## src/rtl/nco_pkg.sv

```systemverilog
// nco_pkg: shared definitions for the time-multiplexed NCO accumulator.
//   state_e  - scheduler state encoding (IDLE / RUN / DRAIN)
//   ADD_LAT  - issue-to-result latency of the shared pipelined adder
package nco_pkg;

  typedef enum logic [1:0] {
    ST_IDLE  = 2'd0,
    ST_RUN   = 2'd1,
    ST_DRAIN = 2'd2
  } state_e;

  localparam int unsigned ADD_LAT = 2;

endpackage

```

## src/rtl/pipe_add.sv

```systemverilog
// pipe_add: W-bit two-stage pipelined adder with a valid bit and a tag that
// travel with the operands.
//   Stage 1 registers the operands, stage 2 registers sum and carry.
// Ports:
//   clk, rst       clock, asynchronous active-low reset
//   flush          drops both pipeline valids at the next edge
//   in_vld/tag/a/b issue side
//   wb_vld/tag/sum the result being loaded into stage 2 at this edge, so the
//                  owner can write its state on the same edge the result
//                  becomes visible
//   out_vld/tag    registered result valid and tag
//   sum, carry     registered result; held while no result completes
module pipe_add #(
  parameter int W  = 16,
  parameter int TW = 2
) (
  input  logic          clk,
  input  logic          rst,
  input  logic          flush,
  input  logic          in_vld,
  input  logic [TW-1:0] in_tag,
  input  logic [W-1:0]  in_a,
  input  logic [W-1:0]  in_b,
  output logic          wb_vld,
  output logic [TW-1:0] wb_tag,
  output logic [W-1:0]  wb_sum,
  output logic          out_vld,
  output logic [TW-1:0] out_tag,
  output logic [W-1:0]  sum,
  output logic          carry
);

  logic          vld_p1_q, vld_p1_d;
  logic [TW-1:0] tag_p1_q, tag_p1_d;
  logic [W-1:0]  a_p1_q, a_p1_d;
  logic [W-1:0]  b_p1_q, b_p1_d;
  logic [W:0]    add_p1;

  logic          vld_p2_q, vld_p2_d;
  logic [TW-1:0] tag_p2_q, tag_p2_d;
  logic [W-1:0]  sum_p2_q, sum_p2_d;
  logic          carry_p2_q, carry_p2_d;

  always_comb begin
    // stage 1: operand capture
    vld_p1_d = in_vld && !flush;
    tag_p1_d = tag_p1_q;
    a_p1_d   = a_p1_q;
    b_p1_d   = b_p1_q;
    if (in_vld) begin
      tag_p1_d = in_tag;
      a_p1_d   = in_a;
      b_p1_d   = in_b;
    end

    // stage 2: sum and carry capture; data only moves with a valid result
    add_p1     = {1'b0, a_p1_q} + {1'b0, b_p1_q};
    vld_p2_d   = vld_p1_q && !flush;
    tag_p2_d   = tag_p2_q;
    sum_p2_d   = sum_p2_q;
    carry_p2_d = carry_p2_q;
    if (vld_p2_d) begin
      tag_p2_d   = tag_p1_q;
      sum_p2_d   = add_p1[W-1:0];
      carry_p2_d = add_p1[W];
    end
  end

  always_ff @(posedge clk or negedge rst) begin
    if (!rst) begin
      vld_p1_q   <= 1'b0;
      tag_p1_q   <= '0;
      a_p1_q     <= '0;
      b_p1_q     <= '0;
      vld_p2_q   <= 1'b0;
      tag_p2_q   <= '0;
      sum_p2_q   <= '0;
      carry_p2_q <= 1'b0;
    end else begin
      vld_p1_q   <= vld_p1_d;
      tag_p1_q   <= tag_p1_d;
      a_p1_q     <= a_p1_d;
      b_p1_q     <= b_p1_d;
      vld_p2_q   <= vld_p2_d;
      tag_p2_q   <= tag_p2_d;
      sum_p2_q   <= sum_p2_d;
      carry_p2_q <= carry_p2_d;
    end
  end

  assign wb_vld  = vld_p2_d;
  assign wb_tag  = tag_p1_q;
  assign wb_sum  = add_p1[W-1:0];
  assign out_vld = vld_p2_q;
  assign out_tag = tag_p2_q;
  assign sum     = sum_p2_q;
  assign carry   = carry_p2_q;

endmodule

```

## src/rtl/nco_acc_sched.sv

```systemverilog
// nco_acc_sched: NCH time-multiplexed phase accumulators sharing one
// two-stage pipelined adder. In RUN one channel is issued per cycle in
// round-robin order; its updated phase appears two cycles later.
// Ports:
//   clk, rst            clock, asynchronous active-low reset
//   en                  run request (0 = stop issuing, drain the adder)
//   clr                 synchronous clear of phases, slot and pipeline
//   cfg_valid/cfg_ready frequency-word write handshake
//   cfg_ch, cfg_fcw     target channel and new frequency control word
//   phase_vld           phase_ch/phase_out/phase_wrap valid this cycle
//   phase_ch            channel of the result
//   phase_out           updated phase of phase_ch
//   phase_wrap          carry out of the phase addition
//   busy                scheduler not in IDLE
module nco_acc_sched
  import nco_pkg::*;
#(
  parameter int NCH = 4,
  parameter int W   = 16
) (
  input  logic                   clk,
  input  logic                   rst,
  input  logic                   en,
  input  logic                   clr,
  input  logic                   cfg_valid,
  output logic                   cfg_ready,
  input  logic [$clog2(NCH)-1:0] cfg_ch,
  input  logic [W-1:0]           cfg_fcw,
  output logic                   phase_vld,
  output logic [$clog2(NCH)-1:0] phase_ch,
  output logic [W-1:0]           phase_out,
  output logic                   phase_wrap,
  output logic                   busy
);

  localparam int CW = $clog2(NCH);
  localparam int DW = (ADD_LAT > 2) ? $clog2(ADD_LAT) : 1;
  localparam logic [DW-1:0] DRAIN_LAST = DW'(ADD_LAT - 1);

  state_e        state_q, state_d;
  logic [CW-1:0] slot_q, slot_d;
  logic [DW-1:0] drain_q, drain_d;
  logic [W-1:0]  phase_q [NCH];
  logic [W-1:0]  phase_d [NCH];
  logic [W-1:0]  fcw_q [NCH];
  logic [W-1:0]  fcw_d [NCH];
  logic          shadow_vld_q, shadow_vld_d;
  logic [CW-1:0] shadow_ch_q, shadow_ch_d;
  logic [W-1:0]  shadow_fcw_q, shadow_fcw_d;

  logic          issue;
  logic          cfg_acc;
  logic          shadow_apply;
  logic          wb_vld;
  logic [CW-1:0] wb_tag;
  logic [W-1:0]  wb_sum;

  function automatic logic [CW-1:0] next_slot(input logic [CW-1:0] s);
    if (s == CW'(NCH - 1)) return '0;
    return s + CW'(1);
  endfunction

  always_comb begin
    state_d      = state_q;
    slot_d       = slot_q;
    drain_d      = drain_q;
    phase_d      = phase_q;
    fcw_d        = fcw_q;
    shadow_vld_d = shadow_vld_q;
    shadow_ch_d  = shadow_ch_q;
    shadow_fcw_d = shadow_fcw_q;
    issue        = 1'b0;
    shadow_apply = 1'b0;
    cfg_acc      = cfg_valid && !shadow_vld_q;

    if (clr) begin
      state_d = ST_IDLE;
      slot_d  = '0;
      drain_d = '0;
      for (int i = 0; i < NCH; i++) phase_d[i] = '0;
    end else begin
      case (state_q)
        ST_IDLE: begin
          if (en) state_d = ST_RUN;
        end
        ST_RUN: begin
          // the cycle that sees en=0 still issues; DRAIN then covers exactly
          // the two results left in the adder
          issue  = 1'b1;
          slot_d = next_slot(slot_q);
          if (!en) begin
            state_d = ST_DRAIN;
            drain_d = '0;
          end
        end
        ST_DRAIN: begin
          if (en) state_d = ST_RUN;
          else if (drain_q == DRAIN_LAST) state_d = ST_IDLE;
          else drain_d = drain_q + DW'(1);
        end
        default: state_d = ST_IDLE;
      endcase
      // phase write-back lands on the edge that exposes the result
      if (wb_vld) phase_d[wb_tag] = wb_sum;
    end

    // the shadow word goes live on the edge before its channel is next read,
    // so that issue already adds the new word
    shadow_apply = shadow_vld_q &&
                   ((state_q == ST_IDLE) ||
                    ((state_d == ST_RUN) && (slot_d == shadow_ch_q)));
    if (shadow_apply) begin
      fcw_d[shadow_ch_q] = shadow_fcw_q;
      shadow_vld_d       = 1'b0;
    end
    if (cfg_acc) begin
      shadow_vld_d = 1'b1;
      shadow_ch_d  = cfg_ch;
      shadow_fcw_d = cfg_fcw;
    end
  end

  always_ff @(posedge clk or negedge rst) begin
    if (!rst) begin
      state_q      <= ST_IDLE;
      slot_q       <= '0;
      drain_q      <= '0;
      shadow_vld_q <= 1'b0;
      shadow_ch_q  <= '0;
      shadow_fcw_q <= '0;
      for (int i = 0; i < NCH; i++) begin
        phase_q[i] <= '0;
        fcw_q[i]   <= '0;
      end
    end else begin
      state_q      <= state_d;
      slot_q       <= slot_d;
      drain_q      <= drain_d;
      shadow_vld_q <= shadow_vld_d;
      shadow_ch_q  <= shadow_ch_d;
      shadow_fcw_q <= shadow_fcw_d;
      phase_q      <= phase_d;
      fcw_q        <= fcw_d;
    end
  end

  pipe_add #(
    .W  (W),
    .TW (CW)
  ) u_add (
    .clk     (clk),
    .rst     (rst),
    .flush   (clr),
    .in_vld  (issue),
    .in_tag  (slot_q),
    .in_a    (phase_q[slot_q]),
    .in_b    (fcw_q[slot_q]),
    .wb_vld  (wb_vld),
    .wb_tag  (wb_tag),
    .wb_sum  (wb_sum),
    .out_vld (phase_vld),
    .out_tag (phase_ch),
    .sum     (phase_out),
    .carry   (phase_wrap)
  );

  assign cfg_ready = !shadow_vld_q;
  assign busy      = (state_q != ST_IDLE);

endmodule

```

## config.mk

```make
export PLATFORM = sky130hd
export DESIGN_NAME = nco_acc_sched
export DESIGN_NICKNAME = d
export VERILOG_FILES = /design/src/rtl/nco_pkg.sv /design/src/rtl/pipe_add.sv /design/src/rtl/nco_acc_sched.sv
export SDC_FILE = /design/constraint.sdc
export NUM_CORES = 1
export LEC_CHECK = 0
export CAP_MARGIN = 20
export CELL_PAD_IN_SITES_DETAIL_PLACEMENT = 1
export CELL_PAD_IN_SITES_GLOBAL_PLACEMENT = 2
export CORE_MARGIN = 2
export CORE_UTILIZATION = 41
export DETAILED_ROUTE_END_ITERATION = 6
export GPL_TIMING_DRIVEN = 1
export PLACE_DENSITY = 0.85
export SYNTH_ARGS = -nofsm -noshare
export SYNTH_HDL_FRONTEND = slang
export SYNTH_HIERARCHICAL = 1
export SYNTH_SLANG_ARGS = --single-unit
```

## constraint.sdc

```tcl
create_clock -name clk -period 2.66 [get_ports clk]
set_input_delay 0.665 -clock clk [delete_from_list [all_inputs] [get_ports clk]]
set_output_delay 0.665 -clock clk [all_outputs]
set_load 0.005 [all_outputs]
```

======== After elaboration in Yosys (flattened, before gate mapping) ========
Cells that the tools add are included.
cells by class
  add/sub/neg operators ................... 3
  reduce and logical (&&, ||, !) cells .... 16
  magnitude comparators ................... 5
  bitwise logic cells ..................... 3
  equal/unequal tests ..................... 7
  mux-type cells .......................... 36
operators with widths
  kind                                                                           count
  64-bit bitwise mux                                                             2
  64-bit 2-to-1 mux                                                              2
  16-bit 2-to-1 mux                                                              6
  16-bit binary-select mux with 2-bit select                                     2
  16-bit demux with 2-bit select                                                 2
  2-bit 2-to-1 mux                                                               9
  16-bit by 16-bit adder with 17-bit output                                      1
  1-bit 2-to-1 mux                                                               11
  3-bit >= comparator (second input constant)                                    3
  2-bit inverter with 3-bit output                                               3
  1-bit logical AND                                                              7
  3-bit by 1-bit less-than comparator with 1-bit output (second input constant)  2
  3-bit inequality test (second input constant)                                  2
  2-bit one-hot mux with 3 select lines                                          1
  2-bit nonzero test                                                             3
  2-bit by 1-bit == test with 1-bit output (second input constant)               2
  2-bit == test (second input constant)                                          2
  3-bit AND reduction                                                            1
  3-bit nonzero test                                                             1
  2-bit by 1-bit adder with 2-bit output (second input constant)                 1
  2-bit == test                                                                  1
  1-bit logical NOT                                                              2
  2-bit logical NOT                                                              1
  1-bit one-hot mux with 2 select lines                                          1
  other kinds (2)                                                                2
word-level totals
  input port bits ......................... 23
  output and inout port bits .............. 22
  logic and storage cells ................. 92
  register bits ........................... 207

======== Longest topological paths before layout ========
Gate-level depths: netlist of the first run.
  word-level depth ........................ 13
  mapped depth ............................ 10
  depth with buffers taken out ............ 9

======== By module ========
The synthesis of the first run kept the hierarchy.
by module, submodules not included
  module         sequential area each (µm²)  area an instance (µm²)  times used  cells an instance
  nco_acc_sched  3,803.6                     7,683.6                 1           716
  pipe_add       1,376.3                     3,027.9                 1           278

======== Worst setup path after synthesis of the first run ========
Ideal clock, no wire load.
  path kind ............................... input port to flip-flop
  from .................................... in clr
  to ...................................... reg phase_q[59] (netlist name)
  slack ................................... 0.220 ns
  buffers on the path ..................... 2
  stages on the path ...................... 7
  data required time ...................... 2.582 ns
  library setup time ...................... 0.078 ns
  arrival time ............................ 2.362 ns
  cell sequence ........................... nand2b_1 -> inv_2 -> buf_1 -> nor3b_1 -> clkbuf_1 -> nand2_1 -> a21oi_1
on the way
  cells in the longest elaborated chain, start to end .. 3
  elaborated cells between the ends (all ways) .. 4
  those cells by class .................... 1 x mux; 3 x reduce/logical
RTL lines
  item                                 line                  RTL
  start: declaration                   nco_acc_sched.sv:24   input logic clr,
  1-bit logical NOT                    pipe_add.sv:58        vld_p2_d = vld_p1_q && !flush;
  1-bit logical AND                    pipe_add.sv:58
  via wb_vld                           nco_acc_sched.sv:54   logic wb_vld;
  2-bit nonzero test (no source line)  -
  end signal: assignment               nco_acc_sched.sv:142  phase_q <= phase_d;
  end: declaration                     nco_acc_sched.sv:43   logic [W-1:0] phase_q [NCH];
The timed path passes the listed nets, and every way through them passes these cells.
A chain may end at the register's enable or synchronous reset.

======== Final worst setup path of the first run ========
  from .................................... reg state_q[1]
  to ...................................... out busy
on the way
  cells in the longest elaborated chain, start to end .. 1
RTL lines
  item                      line                  RTL
  start: declaration        nco_acc_sched.sv:40   state_e state_q, state_d;
  start signal: assignment  nco_acc_sched.sv:136  state_q <= state_d;
  2-bit nonzero test        nco_acc_sched.sv:168  assign busy = (state_q != ST_IDLE);
  end: declaration          nco_acc_sched.sv:33   output logic busy
No other way between the ends.

==> results of run 1 <==
==> state kept, by name, indices dropped and copies added (netlist names) <==
signal          cells
u_add/b_p1_q       16
u_add/vld_p1_q      1
u_add/a_p1_q       16
slot_q              2
u_add/sum          16
u_add/out_vld       1
state_q             2
u_add/out_tag       2
u_add/carry         1
u_add/wb_tag        2
fcw_q              64
shadow_fcw_q       16
shadow_vld_q        1
drain_q             1
shadow_ch_q         2
phase_q            64
==> cells in the final DEF (no fill, tap or decap), types with 11 or more instances in the layout <==
master and n:
a41oi_1 33, nand3_1 69, buf_12 12, mux4_2 32
clkdlybuf4s50_1 42, clkbuf_16 23, ha_1 17, mux2_4 11
buf_4 41, o211ai_1 36, mux2_2 78, a21oi_1 78
nand2_1 173, nor2_1 17, nor2b_1 35, dfrtp_1 205
==> routing by layer <==
layer / routed length (um) / vias up / track usage
met2: 14960 / 138 / 0.3783
met3: 915 / 32 / 0.02294
met4: 461 / 0 / 0.05028
met1: 13310 / 4216 / 0.2972
met5: 0 / - / 0
li1: - / 3636 / -
==> area by class of cell <==
cell class                 count  area [sq um]  area share
clock buffer                  36         704.4     0.05643
clock inverter                 6         65.06    0.005212
inverter                       9         33.78    0.002706
multi-input combinational    685          5090      0.4077
sequential                   207          5182      0.4152
tap                          335         419.2     0.03358
timing repair buffer          97         988.4     0.07918
==> power breakdown <==
group | internal, mW | total [mW] | switching, mW
Sequential | 3.88 | 4.50 | 0.625
Clock | 1.92 | 3.23 | 1.31
Combinational | 1.60 | 3.10 | 1.50
Total | 7.40 | 10.8 | 3.44
==> critical path, cell delays in order (launching register included) <==
cell             delay [ns]
dfrtp_1                0.57
or2_2                  0.38
clkdlybuf4s50_1        0.45
==> cells in the mapped netlist, types with 3 or more instances <==
library cell | n | area, sq um
a211o_1 | 4 | 35.03
clkbuf_1 | 59 | 221.5
xor2_1 | 5 | 43.79
a31o_2 | 3 | 26.28
mux4_2 | 32 | 720.7
a41oi_1 | 33 | 289.0
a21o_1 | 9 | 67.56
o21a_1 | 3 | 22.52
mux2i_1 | 4 | 40.04
nor2_1 | 17 | 63.81
nand4_1 | 3 | 18.77
mux2_2 | 78 | 878.3
o211ai_1 | 36 | 270.3
a21oi_1 | 79 | 395.4
nand2b_1 | 5 | 31.28
buf_1 | 5 | 18.77
and2_1 | 6 | 37.54
nor3b_1 | 3 | 22.52
o21ai_0 | 6 | 30.03
buf_4 | 16 | 120.1
nand2_1 | 173 | 649.4
buf_2 | 8 | 40.04
xnor2_1 | 7 | 61.31
inv_1 | 8 | 30.03
dfrtp_1 | 207 | 5180
a211oi_1 | 4 | 30.03
nor3_1 | 3 | 15.01
nor2b_1 | 36 | 225.2
nand3_1 | 69 | 345.3
mux2_4 | 11 | 165.2
ha_1 | 17 | 212.7
==> metrics by stage <==
stage | hold WS (ns) | utilization | TNS (ns)
global placement | 0.4590 | 0.4526 | -1.288
finish | 0.1484 | 0.4831 | 0
floorplan | 0.3694 | - | 0
CTS | 0.1831 | 0.4829 | 0
detailed placement | 0.4668 | 0.4526 | -1.626
global route | 0.2065 | 0.4831 | 0
==> cell families (layout without fill, tap and decap cells) <==
logic type	count (synthesis)	count (layout)	synth area share
AND/OR/NAND/NOR	331	331	0.1447
flip-flops	207	207	0.4836
AO/OA/AOI/OAI	199	199	0.1263
multiplexers	125	125	0.1684
buffers and inverters	102	148	0.04544
adder cells (fa/ha/maj)	18	18	0.02173
XOR/XNOR	12	12	0.009812
==> repair_timing <==
item	in CTS	in global routing
endpoints found under the setup margin	4	12
gates resized for setup	2	1
pin swaps	0	2
==> worst paths after layout <==
check | start | slack, ns | depth (start not counted) | to
min in group clk | u_add/sum[3]$_DFFE_PN0P_ | 0.47 | 2 | u_add/sum[3]$_DFFE_PN0P_
min reg2reg | u_add/sum[3]$_DFFE_PN0P_ | 0.47 | 2 | u_add/sum[3]$_DFFE_PN0P_
max in group asynchronous | rst | 1.77 | 2 | u_add/sum[5]$_DFFE_PN0P_
max | state_q[1]$_DFF_PN0_ | 0.09 | 2 | busy
min | rst | 0.15 | 1 | phase_q[33]$_DFFE_PN0P_
max reg2reg | u_add/a_p1_q[0]$_DFFE_PN0P_ | 0.12 | 8 | phase_q[24]$_DFFE_PN0P_
==> reports/qor.csv, run 1 <==
stage,metric,value,unit
routing,DRT Pass-1 Iters,5,
die,core area,25840,sq um
cts,post-CTS setup buffer count,0,
sta,worst-margin pin slew,0.7520,ns
min_path,Worst Hold Class,in -> async,
placement,HPWL after detailed placement,19190,um
pwr,Leakage,5.078,nW
logic_synthesis,async set-reset flop share out of synthesis,1.000,
sta,Peak Freq,0.3887,GHz
sta,post-layout min period,2.572,ns
sta,max_slew headroom,0.4987,
final_layout,"Design Area, Final",12480,sq um
global_routing,largest net degree at the start of global routing,92,
placement,Setup WS pre-CTS,-0.1259,ns
sta,Setup Skew,0.01085,ns
pwr,peak supply drop,0.0006076,V
sta,Final Max Tran Viols,0,
die,Starting Density,0.4146,
logic_synthesis,"Avg Cell Area, Syn",10.78,sq um
critical_path,Worst EP arrival,1.91,ns
cts,Clock Root Buffer,clkbuf_16,
status,status,finished clean,
logic_synthesis,Post-synth EDFFs,0,
final_layout,synthesis-to-layout area growth,16.54,%
sta,RSZ-0062 raised after global routing,false,
cts,CTS buffer count,23,
routing,Starting DRT DRC Count,451,
sta,final worst slack,0.08762,ns
logic_synthesis,Synth cell types,66,
global_routing,antenna violations before repair,0,
routing,final wirelength,29650,um
global_routing,All-Layer GR Usage,0.2184,
routing,antenna violation net count after detailed routing,0,
sta,final setup fails,0,
critical_path,Startpoint Class,register,
sta,final hold vios,0,
die,Die H,165.6,um
die,io pins,45,
pwr,PwrDens,867.6,nW/um^2
logic_synthesis,syn_nets,1035,
routing,via count,8022,
placement,dpl cells,1333,
final_layout,Non-Filler Instances,1375,
placement,count of buffers from port buffering,44,
die,Rows,59,
cts,Worst-path clk slew,0.06,ns
logic_synthesis,"Seq/Total Area, Yosys",0.4836,
die,die width,165.6,um
cts,Worst-Skew Late Latency,0.52,ns
final_layout,fillers,2780,
global_routing,first-pass GRT wire length,48510,um
cts,clk buf depth,3,
cts,H-tree levels,1,
routing,Vias/cell,5.834,
global_routing,grt total ovfl,0,
pwr,Overall Power,10.83,mW
critical_path,CP endpoint kind,output pin,
routing,drt drc,0,
routing,routed len/inst,21.56,um
logic_synthesis,yosys warns,6,
die,full die area,27440,sq um
sta,period utilization,0.9671,
placement,Post-DP Area,11700,sq um
critical_path,data required time of the worst path,2.00,ns
critical_path,Critical Path Fanout Max,14,
placement,placer congestion estimate,0.8031,
logic_synthesis,top_reg_cell synth,dfrtp_1,
final_layout,antenna cells,0,
cts,CTS sink count,207,
final_layout,final net count,1064,
global_routing,vias in the first global route,8802,
logic_synthesis,Mapped Area,10710,sq um
job,max-cap viol count,0,
critical_path,Crit Path Class,reg -> out,
logic_synthesis,#FFs+latches synth,207,
logic_synthesis,Cells after Synth,994,
final_layout,share of layout cells above drive strength 1,0.2279,
cts,CTS tree,done,
cts,cts hold-fix bufs,0,
No activity file was read; power rests on OpenSTA's default activity.
==> run 2, diff against run 1 <==
SETUP_SLACK_MARGIN = 0.15   (was not set)
==> reports/qor.csv, run 2 (synthesis gave the netlist of run 1 again) <==
stage,metric,value,unit,change
status,status,finished clean,,unchanged
critical_path,crit path capture,phase_q[12]$_DFFE_PN0P_,,was busy
sta,final hold vios,0,,unchanged
global_routing,antenna violations before repair,0,,unchanged
routing,Starting DRT DRC Count,424,,was 451
routing,DRT Pass-1 Iters,4,,was 5
pwr,Leakage,5.088,nW,was 5.078 nW
cts,Clock Root Buffer,clkbuf_16,,unchanged
die,Die H,165.6,um,unchanged
sta,post-layout min period,2.471,ns,was 2.572 ns
job,max-cap viol count,0,,unchanged
cts,CTS sink count,207,,unchanged
critical_path,Startpoint Class,register,,unchanged
global_routing,vias in the first global route,8811,,"was 8,802"
sta,Setup Skew,0.009541,ns,was 0.01085 ns
placement,dpl cells,1333,,unchanged
final_layout,"commonest cells after routing, fill and taps aside","203 x dfrtp_1, 173 x nand2_1, 78 x a21oi_1, 78 x mux2_2, 69 x nand3_1",,"was 205 x dfrtp_1, 173 x nand2_1, 78 x a21oi_1, 78 x mux2_2, 69 x nand3_1"
final_layout,Non-Filler Instances,1377,,"was 1,375"
routing,Vias/cell,5.794,,was 5.834
cts,Worst-Skew Late Latency,0.51,ns,was 0.52 ns
final_layout,Multi-input gate area,5129,sq um,was 5090 sq um
final_layout,synthesis-to-layout area growth,17.07,%,was 16.54%
sta,period utilization,0.9288,,was 0.9671
critical_path,R2R cell count,9,,was 8
global_routing,first-pass GRT wire length,48580,um,"was 48,510 um"
routing,drt drc,0,,unchanged
routing,final wirelength,29550,um,"was 29,650 um"
critical_path,Worst EP arrival,2.90,ns,was 1.91 ns
pwr,PwrDens,865.0,nW/um^2,was 867.6 nW/um^2
die,core area,25840,sq um,unchanged
routing,routed len/inst,21.46,um,was 21.56 um
die,io pins,45,,unchanged
sta,final worst slack,0.1893,ns,was 0.08762 ns
cts,Worst-path clk slew,0.06,ns,about the same
critical_path,reg2reg setup slack,0.19,ns,was 0.12 ns
placement,HPWL after detailed placement,19190,um,unchanged
critical_path,data required time of the worst path,3.09,ns,was 2.00 ns
pwr,peak supply drop,0.0006052,V,was 0.0006076 V
critical_path,crit-path cells,ha_2 > fa_2 > a21o_1 > a22o_1 > a311o_2 > a21oi_4 > xnor2_2 > nand2_1 > a21oi_1,,was or2_2 > clkdlybuf4s50_1
critical_path,Crit path largest cell delay,0.44,ns,was 0.57 ns
final_layout,Largest regs,"fcw_q: 64 flops, phase_q: 64 flops",,unchanged
pwr,Overall Power,10.85,mW,was 10.83 mW
sta,setup TNS,0,ns,unchanged
placement,count of buffers from port buffering,44,,unchanged
global_routing,All-Layer GR Usage,0.2187,,was 0.2184
placement,placer congestion estimate,0.8031,,unchanged
routing,antenna violation net count after detailed routing,0,,unchanged
critical_path,reg2reg end,phase_q[12]$_DFFE_PN0P_,,was phase_q[24]$_DFFE_PN0P_
critical_path,CP endpoint kind,register,,was output pin
sta,worst-margin pin slew,0.7538,ns,was 0.7520 ns
sta,Peak Freq,0.4047,GHz,was 0.3887 GHz
global_routing,largest net degree at the start of global routing,92,,unchanged
final_layout,share of layout cells above drive strength 1,0.2380,,was 0.2279
critical_path,RR Startpoint,u_add/a_p1_q[0]$_DFFE_PN0P_,,unchanged
final_layout,"most common cell after layout, fill and taps aside",dfrtp_1,,unchanged
cts,CTS buffer count,23,,unchanged
final_layout,register area,5185,sq um,was 5182 sq um
placement,Setup WS pre-CTS,-0.1259,ns,unchanged
critical_path,Critical Path Source,u_add/a_p1_q[0]$_DFFE_PN0P_,,was state_q[1]$_DFF_PN0_
final_layout,final net count,1066,,"was 1,064"
cts,clk buf depth,3,,unchanged
sta,RSZ-0062 raised after global routing,true,,was false
sta,max_slew headroom,0.4975,,was 0.4987
final_layout,antenna cells,0,,unchanged
global_routing,grt total ovfl,0,,unchanged
die,full die area,27440,sq um,unchanged
final_layout,fillers,2776,,"was 2,780"
routing,via count,7978,,"was 8,022"
cts,CTS tree,done,,unchanged
critical_path,Crit Path Class,reg -> reg,,was reg -> out
min_path,Worst Hold Class,in -> async,,unchanged
cts,H-tree levels,1,,unchanged
critical_path,slowest library cell on the worst path,a311o_2,,was dfrtp_1
critical_path,Critical Path Fanout Max,4,,was 14
die,Rows,59,,unchanged
sta,Final Max Tran Viols,0,,unchanged
die,die width,165.6,um,unchanged
sta,final setup fails,0,,unchanged
die,Starting Density,0.4146,,unchanged
==> run 2: cell types whose count changed in the layout (fill, tap and decap cells not counted), sizes merged <==
cell / previous run / this run
buf: 55 / 57
==> run 2: per-stage QoR <==
stage               area, sq um    util  hold slack [ns]
global placement          11700  0.4526           0.4590
global route              12540  0.4853           0.2065
floorplan                 10710       -           0.3694
CTS                       12490  0.4832           0.1831
finish                    12540  0.4853           0.1470
detailed placement        11700  0.4526           0.4668
==> run 2: repair_timing <==
item,CTS,global route
cloned,0,0
pin swaps,4,2
gates resized for setup,5,9
buffers inserted,0,2
endpoints found under the setup margin,11,22
hold buffers,0,0
==> run 2: critical path: cells and delay by family (launching register included) <==
kind | cells | cell delay [ns]
AOI/OAI and AO/OA | 5 | 1.18
xor gates and xnor gates | 1 | 0.17
adders and majority gates | 2 | 0.57
DFF | 1 | 0.38
and+or+nand+nor | 1 | 0.08
==> run 2: cell type report <==
cell class,instances,area share
sequential,207,0.4135
multi-input combinational,685,0.4090
timing repair buffer,99,0.08002
clock buffer,36,0.05618
tap,335,0.03343
clock inverter,6,0.005189
inverter,9,0.002694
==> run 2: layer usage <==
layer / track usage / vias to the layer above / routed length [um]
met2: 0.3796 / 156 / 14960
li1: - / 3637 / -
met1: 0.2972 / 4147 / 13040
met5: 0 / - / 0
met3: 0.02294 / 38 / 1045
met4: 0.05028 / 0 / 509
==> run 2: power by group <==
group          switching [mW]  leakage [nW]  total (mW)  internal, mW
combinational            1.51          2.13        3.13          1.62
clock                    1.30         0.378        3.22          1.92
sequential              0.623          2.58        4.50          3.88
==> run 2: how the worst min path moves through the flow <==
stage / end / startpoint / cells after the start
2_1_floorplan: drain_q$_DFFE_PN0P_ / rst / 0
3_3_place_gp: u_add/sum[6]$_DFFE_PN0P_ / u_add/sum[6]$_DFFE_PN0P_ / 2
3_5_place_dp: u_add/sum[3]$_DFFE_PN0P_ / u_add/sum[3]$_DFFE_PN0P_ / 2
4_1_cts: u_add/b_p1_q[1]$_DFFE_PN0P_ / rst / 1
5_1_grt: phase_q[49]$_DFFE_PN0P_ / rst / 1
6_report: phase_q[33]$_DFFE_PN0P_ / rst / 1
